`src/rtl/noc_pkg.sv`:
```
// Shared flit types for the tree NoC merge/decode blocks.
// A flit is an address nibble on top of a 5-bit payload.
package noc_pkg;
  localparam int FLIT_W   = 9;
  localparam int ADDR_MSB = 8;
  localparam int ADDR_LSB = 5;

  typedef logic [FLIT_W-1:0] flit_t;

  typedef enum logic {
    SRC0 = 1'b0,
    SRC1 = 1'b1
  } src_t;

  function automatic logic [ADDR_MSB-ADDR_LSB:0] flit_addr(input flit_t f);
    return f[ADDR_MSB:ADDR_LSB];
  endfunction
endpackage

```
`src/rtl/merge2_arb_if.sv`:
```
// Two valid/ready flit inputs plus one merged output link with its source tag.
// slave is the merge block's view, master is the environment's view.
import noc_pkg::*;

interface merge2_arb_if;
  flit_t in0_data;
  logic  in0_valid;
  logic  in0_ready;
  flit_t in1_data;
  logic  in1_valid;
  logic  in1_ready;
  flit_t out_data;
  logic  out_valid;
  logic  out_ready;
  src_t  out_sel;

  modport slave (
    input  in0_data, in0_valid, in1_data, in1_valid, out_ready,
    output in0_ready, in1_ready, out_data, out_valid, out_sel
  );

  modport master (
    output in0_data, in0_valid, in1_data, in1_valid, out_ready,
    input  in0_ready, in1_ready, out_data, out_valid, out_sel
  );
endinterface

```
`src/rtl/rr_arb2.sv`:
```
// Two-requester round-robin arbiter: combinational grant, registered priority pointer.
// Zero latency; en low suppresses both grants and freezes the pointer.
module rr_arb2 #(
  parameter bit RR_INIT = 1'b0
) (
  input  logic clk,
  input  logic rst_n,
  input  logic req0,
  input  logic req1,
  input  logic en,
  output logic gnt0,
  output logic gnt1
);
  logic pri_q, pri_d;

  // Pointer flips after every grant, contested or not, so the other side goes next.
  always_comb begin
    gnt0  = en && req0 && (!req1 || !pri_q);
    gnt1  = en && req1 && (!req0 ||  pri_q);
    pri_d = pri_q;
    if (gnt0)      pri_d = 1'b1;
    else if (gnt1) pri_d = 1'b0;
  end

  always_ff @(posedge clk) begin
    if (!rst_n) pri_q <= RR_INIT;
    else        pri_q <= pri_d;
  end
endmodule

```
`src/rtl/merge2_arb.sv`:
```
// Round-robin 2:1 flit merge, 1-cycle latency; stalls both inputs while the output is blocked.
// MERGE2_SKID_EN swaps the output register for a 2-entry FIFO that breaks the out_ready->in_ready path.
import noc_pkg::*;

module merge2_arb #(
  parameter bit RR_INIT = 1'b0
) (
  input  logic         clk,
  input  logic         rst_n,
  merge2_arb_if.slave  bus
);
  logic  en, gnt0, gnt1;
  flit_t win_data;
  src_t  win_sel;

  rr_arb2 #(.RR_INIT(RR_INIT)) u_rr (
    .clk   (clk),
    .rst_n (rst_n),
    .req0  (bus.in0_valid),
    .req1  (bus.in1_valid),
    .en    (en),
    .gnt0  (gnt0),
    .gnt1  (gnt1)
  );

  assign bus.in0_ready = gnt0;
  assign bus.in1_ready = gnt1;
  assign win_data      = gnt1 ? bus.in1_data : bus.in0_data;
  assign win_sel       = gnt1 ? SRC1 : SRC0;

`ifdef MERGE2_SKID_EN
  flit_t      dat_q [2];
  src_t       sel_q [2];
  logic       wr_ptr_q, rd_ptr_q, full_q;
  logic [1:0] cnt_q, cnt_d;
  logic       enq, deq;

  // full_q is registered so out_ready never reaches the input readies in the same cycle.
  assign en    = rst_n && !full_q;
  assign enq   = gnt0 || gnt1;
  assign deq   = (cnt_q != 2'd0) && bus.out_ready;
  assign cnt_d = cnt_q + 2'(enq) - 2'(deq);

  always_ff @(posedge clk) begin
    if (!rst_n) begin
      for (int i = 0; i < 2; i++) begin
        dat_q[i] <= '0;
        sel_q[i] <= SRC0;
      end
      wr_ptr_q <= 1'b0;
      rd_ptr_q <= 1'b0;
      cnt_q    <= 2'd0;
      full_q   <= 1'b0;
    end else begin
      if (enq) begin
        dat_q[wr_ptr_q] <= win_data;
        sel_q[wr_ptr_q] <= win_sel;
        wr_ptr_q        <= ~wr_ptr_q;
      end
      if (deq) rd_ptr_q <= ~rd_ptr_q;
      cnt_q  <= cnt_d;
      full_q <= (cnt_d == 2'd2);
    end
  end

  assign bus.out_valid = (cnt_q != 2'd0);
  assign bus.out_data  = dat_q[rd_ptr_q];
  assign bus.out_sel   = sel_q[rd_ptr_q];
`else
  flit_t data_q, data_d;
  src_t  sel_q, sel_d;
  logic  valid_q, valid_d;

  // Slot is reusable when empty or draining this cycle, giving full throughput.
  assign en = rst_n && (!valid_q || bus.out_ready);

  always_comb begin
    data_d  = data_q;
    sel_d   = sel_q;
    valid_d = valid_q && !bus.out_ready;
    if (gnt0 || gnt1) begin
      data_d  = win_data;
      sel_d   = win_sel;
      valid_d = 1'b1;
    end
  end

  always_ff @(posedge clk) begin
    if (!rst_n) begin
      data_q  <= '0;
      sel_q   <= SRC0;
      valid_q <= 1'b0;
    end else begin
      data_q  <= data_d;
      sel_q   <= sel_d;
      valid_q <= valid_d;
    end
  end

  assign bus.out_valid = valid_q;
  assign bus.out_data  = data_q;
  assign bus.out_sel   = sel_q;
`endif
endmodule
```
`src/flat_wrapper.sv`:
```
// flat-port wrapper written by rule: the top's interface ports become plain ports
module merge2_arb_flat 
#(
  parameter bit RR_INIT = 1'b0
)
  (clk, rst_n, bus_in0_data, bus_in0_valid, bus_in1_data, bus_in1_valid, bus_out_ready, bus_in0_ready, bus_in1_ready, bus_out_data, bus_out_valid, bus_out_sel);
  merge2_arb_if bus_i ();
  input  logic clk;
  input  logic rst_n;
  input wire logic [$bits(bus_i.in0_data)-1:0] bus_in0_data;
  input wire logic [$bits(bus_i.in0_valid)-1:0] bus_in0_valid;
  input wire logic [$bits(bus_i.in1_data)-1:0] bus_in1_data;
  input wire logic [$bits(bus_i.in1_valid)-1:0] bus_in1_valid;
  input wire logic [$bits(bus_i.out_ready)-1:0] bus_out_ready;
  output wire logic [$bits(bus_i.in0_ready)-1:0] bus_in0_ready;
  output wire logic [$bits(bus_i.in1_ready)-1:0] bus_in1_ready;
  output wire logic [$bits(bus_i.out_data)-1:0] bus_out_data;
  output wire logic [$bits(bus_i.out_valid)-1:0] bus_out_valid;
  output wire logic [$bits(bus_i.out_sel)-1:0] bus_out_sel;
  assign bus_i.in0_data = bus_in0_data;
  assign bus_i.in0_valid = bus_in0_valid;
  assign bus_i.in1_data = bus_in1_data;
  assign bus_i.in1_valid = bus_in1_valid;
  assign bus_i.out_ready = bus_out_ready;
  assign bus_in0_ready = bus_i.in0_ready;
  assign bus_in1_ready = bus_i.in1_ready;
  assign bus_out_data = bus_i.out_data;
  assign bus_out_valid = bus_i.out_valid;
  assign bus_out_sel = bus_i.out_sel;
  merge2_arb #(.RR_INIT(RR_INIT)) u_core (.clk(clk), .rst_n(rst_n), .bus(bus_i));
endmodule
```
`config.mk`:
```
export PLATFORM = sky130hd
export DESIGN_NAME = merge2_arb_flat
export DESIGN_NICKNAME = d
export VERILOG_FILES = /design/src/rtl/noc_pkg.sv /design/src/rtl/merge2_arb_if.sv /design/src/rtl/rr_arb2.sv /design/src/rtl/merge2_arb.sv /design/src/flat_wrapper.sv
export SDC_FILE = /design/constraint.sdc
export NUM_CORES = 1
export LEC_CHECK = 0
export CAP_MARGIN = 20
export CORE_UTILIZATION = 40
export DETAILED_ROUTE_END_ITERATION = 10
export DONT_BUFFER_PORTS = 1
export PLACE_DENSITY = 0.57
export RECOVER_POWER = 25
export SLEW_MARGIN = 20
export SYNTH_ARGS = -nofsm -noshare
export SYNTH_HDL_FRONTEND = slang
export SYNTH_SLANG_ARGS = --single-unit
```
`constraint.sdc`:
```
create_clock -name clk -period 2.3 [get_ports clk]
set_input_delay 0.46 -clock clk [delete_from_list [all_inputs] [get_ports clk]]
set_output_delay 0.46 -clock clk [all_outputs]
set_load 0.01 [all_outputs]
```
After elaboration in Yosys (flattened, before gate mapping)
Cells that the tools add are included.
{"block": "totals", "ram_bits": 0, "output_inout_bits": 13, "ff_bits": 12, "mem_bits_ro": 0, "latch_bits": 0, "mem_count": 0, "word_cells": 25}
{"block": "classes", "n_reduce_logical": 16, "shifts": 0, "n_eq_ne": 0, "n_mux": 5, "n_div": 0, "bitwise_logic": 0, "mul": 0, "magnitude_cmp": 0, "n_addsub": 0}
{"op": "$mux 9", "n": 1}
{"op": "$logic_and 1x1->1", "n": 6}
{"op": "$logic_not 1->1", "n": 5}
{"op": "$logic_or 1x1->1", "n": 4}
{"op": "$mux 1", "n": 4}
{"op": "$reduce_bool 2->1", "n": 1}

Depth between registers and ports, before layout
{"block": "logic_depth", "word_depth": 7, "depth_mapped": 5, "ltp_nobuf": 3}

Cells and area by module
From an unflattened synthesis, not the netlist that was laid out.
{"block": "unflattened", "hier_cells": 56, "area_unflattened_um2": 620.6}
{"mod": "merge2_arb", "instances": 1, "area_per_inst_um2": 561.8, "cells_per_inst": 47}
{"mod": "rr_arb2", "instances": 1, "area_per_inst_um2": 58.8, "cells_per_inst": 9}

Worst setup path after synthesis
No wires, ideal clock.
{"block": "synth_path", "path_type": "input to output", "start": "input bus_in0_valid", "end": "output bus_in1_ready", "path_slack_ps": 708, "t_arrival_ps": 1132, "cell_stages": 4, "required_ps": 1840, "path_cell_list": "nor2b_4 buf_6 clkbuf_8 nor4_2"}
{"block": "synth_between", "elab_chain_cells": 3}
{"element": "from (decl)", "line": "flat_wrapper.sv:11", "rtl": "input wire logic [$bits(bus_i.in0_valid)-1:0] bus_in0_valid;"}
{"element": "$logic_not 1->1", "line": "rr_arb2.sv:19", "rtl": "gnt1 = en && req1 && (!req0 || pri_q);"}
{"element": "$logic_or 1x1->1", "line": "rr_arb2.sv:19"}
{"element": "$logic_and 1x1->1", "line": "rr_arb2.sv:19"}
{"element": "to (decl)", "line": "flat_wrapper.sv:16", "rtl": "output wire logic [$bits(bus_i.in1_ready)-1:0] bus_in1_ready;"}
No other way between the ends.

Final worst setup path
{"block": "layout_path", "start": "register u_core.valid_q (netlist: u_core.bus.out_valid)", "end": "output bus_in0_ready"}
{"block": "layout_between", "elab_chain_cells": 5}
{"element": "from (decl)", "line": "merge2_arb.sv:72", "rtl": "logic valid_q, valid_d;"}
{"element": "from (signal assigned)", "line": "merge2_arb.sv:96", "rtl": "valid_q <= valid_d;"}
{"element": "$logic_not 1->1", "line": "merge2_arb.sv:75", "rtl": "assign en = rst_n && (!valid_q || bus.out_ready);"}
{"element": "$logic_or 1x1->1", "line": "merge2_arb.sv:75"}
{"element": "$logic_and 1x1->1", "line": "merge2_arb.sv:75"}
{"element": "$logic_and 1x1->1 (2 in series)", "line": "rr_arb2.sv:18", "rtl": "gnt0 = en && req0 && (!req1 || !pri_q);"}
{"element": "to (decl)", "line": "flat_wrapper.sv:15", "rtl": "output wire logic [$bits(bus_i.in0_ready)-1:0] bus_in0_ready;"}
No other way between the ends.

==> run summary <==
syn_nets = 106
via count = 663
status = complete, no violations
skew final = 0.00300 ns
Mapped Cells = 83
vias in the first global route = 536
Starting Density = 44.1%
Internal Power = 319 uW
Hold-fix buffers, CTS = 0
Initial DRT Pass Iterations = 4
root buffer cell = clkbuf_4
Routed WL per cell = 18.2 um
Switching Share = 29.8%
post-place instance area = 694 um2
met2 wire len = 767 um
critical path type = flop to primary output
setup_tns = 0 ns
most frequent cells in the layout = dfxtp_1, nand2_1
CP endpoint kind = primary output
total net switching power = 135 uW
Die ar. = 0.00217 mm2
total wire length = 1820 um
die width = 46.6 um
drt via density = 6.63
fin crit share = 78.9%
Nets = 100
clock net sink count = 12
Reg clk slew, reported paths = 0.07 ns
Critical Path AT = 1.35 ns
Met3 Wirelength = 209 um
Final setup viols = 0
DIE HEIGHT = 46.6 um
Flop pwr share = 54.1%
Slew Viols, Final = 0
DR DRC count = 0
reg2reg path depth = 3
Hold Vio Cnt, Final = 0
Port Buffers = 0
Power Dens Cells = 634 mW/mm2
synthesis warning total = 0
Yosys reg bits = 12
# rows = 15
Ports = 36
syn avg cell area = 9.57 um2
Tmin final = 1.81 ns
Max Clk Rate = 551 MHz
synthesis-to-finish area growth = -9.76%
CP startpoint kind = flop
initial antenna violation count = 0
Placeable Area = 0.00180 mm2
Post-Syn Area = 795 um2
gr usage total = 18.5%
H-tree levels = 1
Initial DRC Count = 22
Post-synth EDFFs = 0
Post-CTS Setup Inserts = 0
worst rel slew slack = 68.4%
combinational power share = 17.8%
Top Metal Used = met4
Post-DRT Antenna Nets = 0
pin count of the biggest net entering global routing = 29
RSZ-0062 raised after global routing = false
leak pwr = 0.225 nW
Ant. Diodes = 0
routability-driven placement congestion ratio = 0.748
Peak VDD IR = 223 uV
Worst Hold Depth = 1
Netlist cell types = 22
global-route wire length before repair = 2720 um
DP HPWL = 1260 um
Crit Path Max Fanout = 11
HP Class = input port to flop
proportion of power drawn by the clock network = 28.1%
CP required = 1.84 ns
Worst Hold Margin = 0.310 ns
grt total ovfl = 0
Clock Latency Late Sink = 0.27 ns
sequential share of the synthesized area = 30.2%
met1 wire length = 822 um
final std cell area, no fill = 717 um2
share of cells above drive strength 1 = 13.3%
Max Cap Viol = 0
CTS tree = done
most used flip-flop cell after synthesis = dfxtp_1
most common cell after layout, fill and taps aside = dfxtp_1
CTS max path bufs = 2
Worst Max-Slew Pin Slew = 0.470 ns
# resized after CTS = 0
ys async rst share = 0%
Num CTS Buffers = 3
[cell type report]
class                           count  area, um2
Clock buffer                        3       22.5
Tap cell                           25       31.3
Sequential cell                    12        240
Multi-Input combinational cell     57        412
Fill cell                         210       1080
Inverter                            3       11.3
[final timing paths]
kind | startpoint | to | slack (ns)
setup / recovery | u_core.bus.out_valid$_SDFF_PN0_ | bus_in0_ready | 0.49
hold / removal | rst_n | u_core.bus.out_valid$_SDFF_PN0_ | 0.31
setup reg to reg | u_core.bus.out_valid$_SDFF_PN0_ | u_core.bus.out_data[8]$_SDFFE_PN0P_ | 0.82
hold reg to reg | u_core.u_rr.pri_q$_SDFFE_PN0P_ | u_core.u_rr.pri_q$_SDFFE_PN0P_ | 0.52
[metal layers]
metal,vias to the layer above,track usage [%]
li1,327,-
met1,299,28.2
met2,35,21.7
met3,2,6.67
met4,0,8.82
met5,-,0
[flip-flops by register name, summed over array words and instances (netlist names)]
register and count:
u_core.bus.out_sel 1, u_core.bus.out_valid 1, u_core.u_rr.pri_q 1, u_core.bus.out_data 9
[power groups by stage]
stage	clock network [mW]	logic, mW	registers, mW
6_report	0.128	0.0807	0.246
5_1_grt	0.137	0.0907	0.249
4_1_cts	0.129	0.0797	0.246
3_5_place_dp	0	0.0798	0.251
3_3_place_gp	0	0.0804	0.251
2_1_floorplan	0	0.0946	0.248
[cell families after synthesis]
group / count (synthesis) / synth area share, %
AOI/OAI and AO/OA: 30 / 29.6
buffers and inverters: 14 / 18.0
DFF: 12 / 30.2
and+or+nand+nor: 27 / 22.2
[critical path, cell delays in order (launching register included)]
cell     delay [ns]
dfxtp_1        0.40
or2b_1         0.39
nand4_1        0.20
inv_1          0.10
[cells in the mapped netlist, drive strengths merged (2+ instances only)]
master,count,area share [%]
nor2b,2,3.5
dfxtp,12,30
buf,4,4.4
or4,9,8.5
nand2,11,5.2
inv,2,0.94
o41ai,9,9.9
a311oi,9,9.9
a31oi,9,7.1
clkbuf,7,12
[stage by stage]
step                      total power [mW]  util [%]  setup WS [ns]  std cells
final                                0.454      39.8          0.486        100
after global routing                 0.477      39.8          0.389        100
after CTS                            0.455      39.8          0.475        100
after detailed placement             0.331      38.5          0.610         97
after global placement               0.331      38.5          0.612         97
after floorplan                      0.343         -          0.708         83
No activity file was read; power rests on OpenSTA's default activity.
